==> config.mk <==
export PLATFORM = sky130hd
export DESIGN_NAME = pc_fetch_sequencer_flat
export DESIGN_NICKNAME = d
export VERILOG_FILES = /design/src/rtl/cpu_pkg.sv /design/src/rtl/pc_fetch_sequencer_if.sv /design/src/rtl/branch_target_adder.sv /design/src/rtl/pc_fetch_sequencer.sv /design/src/flat_wrapper.sv
export SDC_FILE = /design/constraint.sdc
export NUM_CORES = 1
export LEC_CHECK = 0
export CORE_UTILIZATION = 58
export CTS_BUF_LIST = sky130_fd_sc_hd__clkbuf_4
export CTS_CLUSTER_SIZE = 20
export DETAILED_ROUTE_END_ITERATION = 10
export PLACE_DENSITY = 0.89
export SYNTH_ARGS = -nofsm -noshare
export SYNTH_HDL_FRONTEND = slang
export SYNTH_SLANG_ARGS = --single-unit
==> constraint.sdc <==
create_clock -name clk_i -period 9.2 [get_ports clk_i]
set_input_delay 1.38 -clock clk_i [delete_from_list [all_inputs] [get_ports clk_i]]
set_output_delay 1.38 -clock clk_i [all_outputs]
set_load 0.005 [all_outputs]
==> src/rtl/cpu_pkg.sv <==
// Shared CPU fetch-path types and constants: FSM state encoding, PC width,
// branch offset width and the default reset vector.
package cpu_pkg;

  localparam int PC_W     = 32;
  localparam int OFFSET_W = 8;

  localparam logic [PC_W-1:0] RESET_VECTOR_DEF = 32'h0000_0000;

  typedef enum logic [1:0] {
    BOOT = 2'd0,
    RUN  = 2'd1,
    HOLD = 2'd2
  } state_e;

endpackage

==> src/rtl/pc_fetch_sequencer_if.sv <==
// Fetch-sequencer bundle: hold/redirect controls in, fetch address and status out.
// slave is the sequencer side; master is the driver (control/hazard/memory side).
interface pc_fetch_sequencer_if;
  import cpu_pkg::*;

  logic                imem_busy;
  logic                stall;
  logic                branch_taken;
  logic [OFFSET_W-1:0] branch_offset;
  logic                jump;
  logic [PC_W-1:0]     jump_target;
  logic [PC_W-1:0]     pc;
  logic [PC_W-1:0]     pc_plus4;
  logic                instr_req;
  logic                redirect_pending;
  state_e              state;

  modport slave (
    input  imem_busy, stall, branch_taken, branch_offset, jump, jump_target,
    output pc, pc_plus4, instr_req, redirect_pending, state
  );

  modport master (
    output imem_busy, stall, branch_taken, branch_offset, jump, jump_target,
    input  pc, pc_plus4, instr_req, redirect_pending, state
  );

endinterface

==> src/rtl/branch_target_adder.sv <==
// Combinational PC+4 and branch target (PC+4 plus sign-extended word offset).
// Zero latency; pure arithmetic, wraps mod 2^32.
module branch_target_adder
  import cpu_pkg::*;
(
  input  logic [PC_W-1:0]     pc_i,
  input  logic [OFFSET_W-1:0] offset_i,
  output logic [PC_W-1:0]     pc_plus4_o,
  output logic [PC_W-1:0]     branch_target_o
);

  logic [PC_W-1:0] offset_bytes;

  // Word offset to byte offset: sign-extend then shift left by two.
  assign offset_bytes    = {{(PC_W-OFFSET_W-2){offset_i[OFFSET_W-1]}}, offset_i, 2'b00};
  assign pc_plus4_o      = pc_i + PC_W'(4);
  assign branch_target_o = pc_plus4_o + offset_bytes;

endmodule

==> src/rtl/pc_fetch_sequencer.sv <==
// Program-counter sequencer: one fetch per cycle, holds on IMEM busy/stall,
// applies jump/branch redirects and buffers a redirect seen while holding.
module pc_fetch_sequencer
  import cpu_pkg::*;
#(
  parameter logic [PC_W-1:0] RESET_VECTOR = RESET_VECTOR_DEF
) (
  input  logic                 clk_i,
  input  logic                 rst_ni,
  pc_fetch_sequencer_if.slave  fetch
);

  state_e          state_q, state_d;
  logic [PC_W-1:0] pc_q, pc_d;
  logic            pend_q, pend_d;
  logic [PC_W-1:0] pend_tgt_q, pend_tgt_d;

  logic [PC_W-1:0] pc_plus4;
  logic [PC_W-1:0] branch_tgt;
  logic [PC_W-1:0] redirect_tgt;
  logic            redirect_vld;
  logic            advance;

  branch_target_adder u_bta (
    .pc_i            (pc_q),
    .offset_i        (fetch.branch_offset),
    .pc_plus4_o      (pc_plus4),
    .branch_target_o (branch_tgt)
  );

  assign advance      = !fetch.imem_busy && !fetch.stall;
  assign redirect_vld = fetch.jump || fetch.branch_taken;
  // Jump wins over a simultaneous taken branch; low address bits are forced to zero.
  assign redirect_tgt = fetch.jump ? (fetch.jump_target & ~PC_W'(3)) : branch_tgt;

  always_comb begin
    state_d    = state_q;
    pc_d       = pc_q;
    pend_d     = pend_q;
    pend_tgt_d = pend_tgt_q;
    case (state_q)
      BOOT: state_d = RUN;
      RUN, HOLD: begin
        if (advance) begin
          state_d = RUN;
          pend_d  = 1'b0;
          if (redirect_vld)     pc_d = redirect_tgt;
          else if (pend_q)      pc_d = pend_tgt_q;
          else                  pc_d = pc_plus4;
        end else begin
          state_d = HOLD;
          // Latest redirect wins while the PC is frozen.
          if (redirect_vld) begin
            pend_d     = 1'b1;
            pend_tgt_d = redirect_tgt;
          end
        end
      end
      default: state_d = BOOT;
    endcase
  end

  always_ff @(posedge clk_i or negedge rst_ni) begin
    if (!rst_ni) begin
      state_q    <= BOOT;
      pc_q       <= RESET_VECTOR;
      pend_q     <= 1'b0;
      pend_tgt_q <= '0;
    end else begin
      state_q    <= state_d;
      pc_q       <= pc_d;
      pend_q     <= pend_d;
      pend_tgt_q <= pend_tgt_d;
    end
  end

  assign fetch.pc               = pc_q;
  assign fetch.pc_plus4         = pc_plus4;
  assign fetch.instr_req        = (state_q != BOOT);
  assign fetch.redirect_pending = pend_q;
  assign fetch.state            = state_q;

endmodule

==> src/flat_wrapper.sv <==
// flat-port wrapper written by rule: the top's interface ports become plain ports
module pc_fetch_sequencer_flat import cpu_pkg::*;
#(
  parameter logic [PC_W-1:0] RESET_VECTOR = RESET_VECTOR_DEF
)
  (clk_i, rst_ni, fetch_imem_busy, fetch_stall, fetch_branch_taken, fetch_branch_offset, fetch_jump, fetch_jump_target, fetch_pc, fetch_pc_plus4, fetch_instr_req, fetch_redirect_pending, fetch_state);
  pc_fetch_sequencer_if fetch_i ();
  input  logic clk_i;
  input  logic rst_ni;
  input wire logic [$bits(fetch_i.imem_busy)-1:0] fetch_imem_busy;
  input wire logic [$bits(fetch_i.stall)-1:0] fetch_stall;
  input wire logic [$bits(fetch_i.branch_taken)-1:0] fetch_branch_taken;
  input wire logic [$bits(fetch_i.branch_offset)-1:0] fetch_branch_offset;
  input wire logic [$bits(fetch_i.jump)-1:0] fetch_jump;
  input wire logic [$bits(fetch_i.jump_target)-1:0] fetch_jump_target;
  output wire logic [$bits(fetch_i.pc)-1:0] fetch_pc;
  output wire logic [$bits(fetch_i.pc_plus4)-1:0] fetch_pc_plus4;
  output wire logic [$bits(fetch_i.instr_req)-1:0] fetch_instr_req;
  output wire logic [$bits(fetch_i.redirect_pending)-1:0] fetch_redirect_pending;
  output wire logic [$bits(fetch_i.state)-1:0] fetch_state;
  assign fetch_i.imem_busy = fetch_imem_busy;
  assign fetch_i.stall = fetch_stall;
  assign fetch_i.branch_taken = fetch_branch_taken;
  assign fetch_i.branch_offset = fetch_branch_offset;
  assign fetch_i.jump = fetch_jump;
  assign fetch_i.jump_target = fetch_jump_target;
  assign fetch_pc = fetch_i.pc;
  assign fetch_pc_plus4 = fetch_i.pc_plus4;
  assign fetch_instr_req = fetch_i.instr_req;
  assign fetch_redirect_pending = fetch_i.redirect_pending;
  assign fetch_state = fetch_i.state;
  pc_fetch_sequencer #(.RESET_VECTOR(RESET_VECTOR)) u_core (.clk_i(clk_i), .rst_ni(rst_ni), .fetch(fetch_i));
endmodule
=== Word-level counts from Yosys, hierarchy flattened ===
Index checks and enable logic that the tools add are counted.

* Add/subtract/negate cells: 2
* Equal/unequal tests: 2
* Multiplexer cells: 7
* Bitwise operators: 1
* Reduce and logical (&&, ||, !) cells: 11

{| class="wikitable"
|+ Operators with widths
! kind !! count
|-
| two-way mux 32 bit || 3
|-
| adder 32 x 3 -> 32 bit (second input constant) || 1
|-
| adder 32 bit || 1
|-
| one-hot mux 2 bit (2 select lines) || 1
|-
| AND reduction 2 bit || 2
|-
| nonzero test 2 bit || 2
|-
| AND reduction 3 bit || 1
|-
| equality test 2 x 1 -> 1 bit (second input constant) || 1
|-
| equality test 2 bit (second input constant) || 1
|-
| zero test 1 bit || 2
|-
| zero test 2 bit || 1
|-
| two-way mux 1 bit || 2
|-
| two-way mux 2 bit || 1
|-
| OR reduction 2 bit || 1
|-
| logical AND 1 bit || 1
|-
| logical OR 1 bit || 1
|-
| NOT 1 bit || 1
|}

* Flip-flop bits (word level): 67
* Input port bits: 46
* Logic and storage cells: 27

=== Logic depth before layout (Yosys ltp) ===
* Word-level depth: 4
* Gate-level depth with buffers: 17
* Depth with buffers taken out: 14

=== Hierarchy ===
A second synthesis with hierarchy kept.

* Cells, all modules: 596
* Area, all modules: 5361.4 um2

{| class="wikitable"
|+ Modules (own cells, without submodules)
! module !! instances !! cells an instance !! area each (um2) !! seq. area each (um2)
|-
| pc_fetch_sequencer || 1 || 310 || 3335.7 || 1676.6
|-
| branch_target_adder || 1 || 286 || 2025.7 || 0.0
|}

=== Worst setup path before layout ===
OpenSTA, ideal clock, no wires.

* Path type: register to register
* From: reg u_core.pc_q[15], in the netlist u_core.fetch.pc[15]
* To: reg u_core.pc_q[29], in the netlist u_core.fetch.pc[29]
* Setup time: 0.130 ns
* Arrival time: 3.530 ns
* Slack: 5.541 ns
* Stages on the path, launching flop included: 18
* Path buffers: 3
* Period minus slack after synthesis: 3.659 ns
* Path through: dfrtp_1 > clkdlybuf4s15_2 > nand4_1 > or4_4 > buf_6 > or2_2 > nor2_1 > xor2_1 > ha_1 > clkbuf_1 > a21oi_1 > o21ai_0 > a2111oi_0 > o21bai_1 > a41oi_1 > xnor2_1 > a22oi_1 > a31oi_1

* Word-level cells in the longest chain between the ends: 4

{| class="wikitable"
|+ Ends and longest elaborated chain
! element !! line !! RTL
|-
| from (decl) || pc_fetch_sequencer.sv:14 || <nowiki>logic [PC_W-1:0] pc_q, pc_d;</nowiki>
|-
| from (signal assigned) || pc_fetch_sequencer.sv:71 || <nowiki>pc_q <= pc_d;</nowiki>
|-
| adder 32 x 3 -> 32 bit || branch_target_adder.sv:16 || <nowiki>assign pc_plus4_o = pc_i + PC_W'(4);</nowiki>
|-
| via fetch_pc_plus4[22] || flat_wrapper.sv:17 || <nowiki>output wire logic [$bits(fetch_i.pc_plus4)-1:0] fetch_pc_plus4;</nowiki>
|-
| adder 32 bit || branch_target_adder.sv:17 || <nowiki>assign branch_target_o = pc_plus4_o + offset_bytes;</nowiki>
|-
| two-way mux 32 bit || pc_fetch_sequencer.sv:34 || <nowiki>assign redirect_tgt = fetch.jump ? (fetch.jump_target & ~PC_W'(3)) : branch_tgt;</nowiki>
|-
| two-way mux 32 bit || pc_fetch_sequencer.sv:47 || <nowiki>if (redirect_vld) pc_d = redirect_tgt;</nowiki>
|}

The timed path passes the listed nets, and every way through them passes these cells.
A chain may end at the register's enable or synchronous reset.

=== Final worst setup path ===
* From: reg u_core.pc_q[7], in the netlist u_core.fetch.pc[7]
* To: out fetch_pc_plus4[25]

* Word-level cells in the longest chain between the ends: 1

{| class="wikitable"
|+ Ends and longest elaborated chain
! element !! line
|-
| adder 32 x 3 -> 32 bit || branch_target_adder.sv:16
|-
| to (decl) || flat_wrapper.sv:17
|}

No other way between the ends.

==> results.py <==
metrics = {
    "detailed_routing": {
        "drt-total-wl_um": 18500,
        "first_pass_iters": 5,
        "drc": 0,
        "via_per_inst": 6.64,
        "vias": 6095,
        "ant_nets": 0,
        "drt_iter0_markers": 668,
        "avgRoutedWirePerCell_um": 20.1,
    },
    "final_layout": {
        "final_common_cell": "clkdlybuf4s50_1",
        "fin_util": 0.738,
        "nets": 869,
        "n_antenna_cell": 0,
        "post-route-cell-area_mm2": 0.00688,
        "drive_gt1_frac": 0.0545,
        "syn2layout_area_growth_pct": 21.7,
        "fillers": 732,
        "layoutNonFillerInstCount": 918,
        "layout_common_cells": "110 x clkdlybuf4s50_1, 74 x nand2_1, 66 x dfrtp_1, 62 x o21ai_0, 57 x nor2_1",
    },
    "critical_path": {
        "critPathTopFamily": "simple AND/OR/NAND/NOR gates",
        "required_ns": 7.82,
        "end_kind": "primary output",
        "cp-start-kind": "flip-flop",
        "critPathKind": "reg -> out",
        "path_cells": "nand4_1, or4_4, or2_4, or3_4, xnor2_1, clkdlybuf4s50_1",
        "cpPeakStageDelay_ns": 0.61,
        "path_max_fanout": 7,
        "cpMaxStageDelayCell": "clkdlybuf4s50_1",
        "critical_path_buf_inv_count": 1,
        "arrival_ns": 3.47,
    },
    "sta": {
        "clock_skew_ns": 0.0203,
        "period_needed_ns": 4.85,
        "slew_headroom": 0.260,
        "slew_violations": 0,
        "tightest_slew_ns": 1.11,
        "fin_setup_tns_ns": 0,
        "rsz0062_at_grt": "false",
        "hold_violations": 0,
        "post-route-period-util": 0.528,
        "setup_viol": 0,
        "max_freq_ghz": 0.206,
        "setup_slack_ns": 4.35,
    },
    "floorplanning": {
        "rows": 35,
        "dieArea_mm2": 0.0101,
        "start_util": 0.606,
        "io_pins": 114,
        "die_w_um": 101,
        "coreArea_mm2": 0.00933,
        "dieHeight_um": 101,
    },
    "global_routing": {
        "grt_pass1_vias": 5809,
        "grt_remaining_overflow": 0,
        "grt_first_pass_wirelength_um": 29200,
        "grt.total_usage": 0.373,
        "antenna_found_initial": 0,
        "grt_max_degree": 68,
    },
    "clock_network": {
        "cts.sinks": 67,
        "cts_resized": 0,
        "htreeDepth": 3,
        "clockBufferDepth": 2,
        "cts_buffers": 9,
        "cts_hold_buf": 0,
        "postCtsSetupBuffers": 0,
        "root_buffer": "clkbuf_4",
        "path_clk_slew_ns": 0.12,
        "cts_tree": "yes",
        "worstSkewPairLatency_ns": 0.44,
    },
    "yosys": {
        "ys.flop_type": "dfrtp_1",
        "ys_async_sr_fraction": 1.00,
        "synth_seq_cells": 67,
        "ys_warn_count": 0,
        "synth_cells": 695,
        "synth_cell_types": 69,
        "synthesis.nets": 780,
        "postSynthAreaPerCell_um2": 8.13,
        "syn_area_mm2": 0.00565,
        "ys_seq_area_frac": 0.297,
        "synth-edff-count": 0,
    },
    "power_and_ir_drop": {
        "leakagePower_nw": 2.81,
        "peakVddDrop_mv": 0.181,
        "power.density_mw_per_mm2": 356,
    },
    "place": {
        "place_inst": 902,
        "place.gp.congestion": 0.913,
        "dp_hpwl_um": 13400,
        "dpl-instance-area_mm2": 0.00675,
        "port_buffers": 111,
        "pre_cts_ws_ns": 4.49,
    },
    "run_status": {
        "status": "completed",
    },
    "hold_path": {
        "min_path_type": "reg -> reg",
    },
    "flow_run": {
        "max_cap_viol_count": 0,
    },
}
==> layout make-up <==
cell class,instances,area [um^2],share of cell area
Clock inverter,7,68.8,0.0100
Tap cell,129,161,0.0235
Multi-Input combinational cell,567,3670,0.533
Clock buffer,9,67.6,0.00982
Timing Repair Buffer,118,1160,0.168
Sequential cell,67,1680,0.244
Inverter,21,78.8,0.0115
==> where the power goes <==
| group | switching [mW] | internal (mW) | leakage [nW] |
|---|---|---|---|
| Clock | 0.118 | 0.0816 | 0.0717 |
| Sequential | 0.181 | 0.430 | 0.808 |
| Combinational | 0.898 | 0.738 | 1.93 |
==> synth_stat cells (all sizes together) (3+ instances only) <==
cell	count	area [um^2]
nor2	58	225
a21o	12	90.1
nor2b	4	25.0
mux2i	4	40.0
o221ai	4	35.0
buf	8	67.6
a221oi	3	26.3
a41oi	5	43.8
and3	8	52.6
dfrtp	67	1680
a21oi	55	275
nand3	22	115
a211oi	10	75.1
o211ai	21	158
or2	4	27.5
nor3	10	50.1
o31ai	3	22.5
nand2b	16	100
a22oi	18	135
mux2	5	56.3
xnor2	34	298
ha	38	475
o22ai	6	37.5
nand4	11	68.8
nor4	5	31.3
clkbuf	31	150
inv	20	75.1
nand2	74	278
a22o	5	45.0
or3	3	28.8
a31oi	19	119
o21ai	64	320
xor2	20	183
==> sequential cells by signal, summed over array words and instances, names as in the netlist <==
register and flops:
u_core.fetch.redirect_pending 1, u_core.pend_tgt_q 32, u_core.fetch.state 2, u_core.fetch.pc 32
==> worst min-delay path: cells and delay by family, from the launching register on <==
family,cells,cell delay [ns]
simple gates,2,0.10
flops,1,0.36
==> per-stage QoR <==
| stage | hold slack (ns) | power (mW) |
|---|---|---|
| global route | 0.501 | 2.60 |
| global placement | 0.442 | 2.13 |
| CTS | 0.475 | 2.41 |
| floorplan | 0.430 | 1.58 |
| finish | 0.483 | 2.45 |
| detailed placement | 0.449 | 2.20 |
==> final timing paths <==
path	from	end	slack, ns	depth (start not counted)
max in group asynchronous	rst_ni	u_core.fetch.redirect_pending$_DFFE_PN0P_	7.47	2
worst min register to register	u_core.pend_tgt_q[0]$_DFFE_PN0P_	u_core.pend_tgt_q[0]$_DFFE_PN0P_	0.48	2
worst min-delay path	u_core.pend_tgt_q[0]$_DFFE_PN0P_	u_core.pend_tgt_q[0]$_DFFE_PN0P_	0.48	2
worst max register to register	u_core.fetch.pc[4]$_DFFE_PN0P_	u_core.pend_tgt_q[24]$_DFFE_PN0P_	4.64	13
min in group asynchronous	rst_ni	u_core.fetch.pc[8]$_DFFE_PN0P_	1.12	2
worst max-delay path	u_core.fetch.pc[7]$_DFFE_PN0P_	fetch_pc_plus4[25]	4.35	6
==> kinds of logic after synthesis <==
kind of cell             Yosys count  share of synthesized area
XOR/XNOR                          54                     0.0850
flip-flops                        67                      0.297
AO/OA/AOI/OAI                    242                      0.270
adder cells (fa/ha/maj)           39                     0.0877
multiplexers                       9                     0.0170
AND/OR/NAND/NOR                  223                      0.189
buffers and inverters             61                     0.0544
==> metal layers <==
metal	part of all wire	up-vias	wire, um	GRT usage
met5	0	-	0	0
met4	0.028	0	522	0.152
met3	0.11	63	1970	0.0562
met2	0.47	418	8700	0.614
met1	0.39	2886	7290	0.493
li1	-	2728	-	-
(Power assumes the default switching activity.)
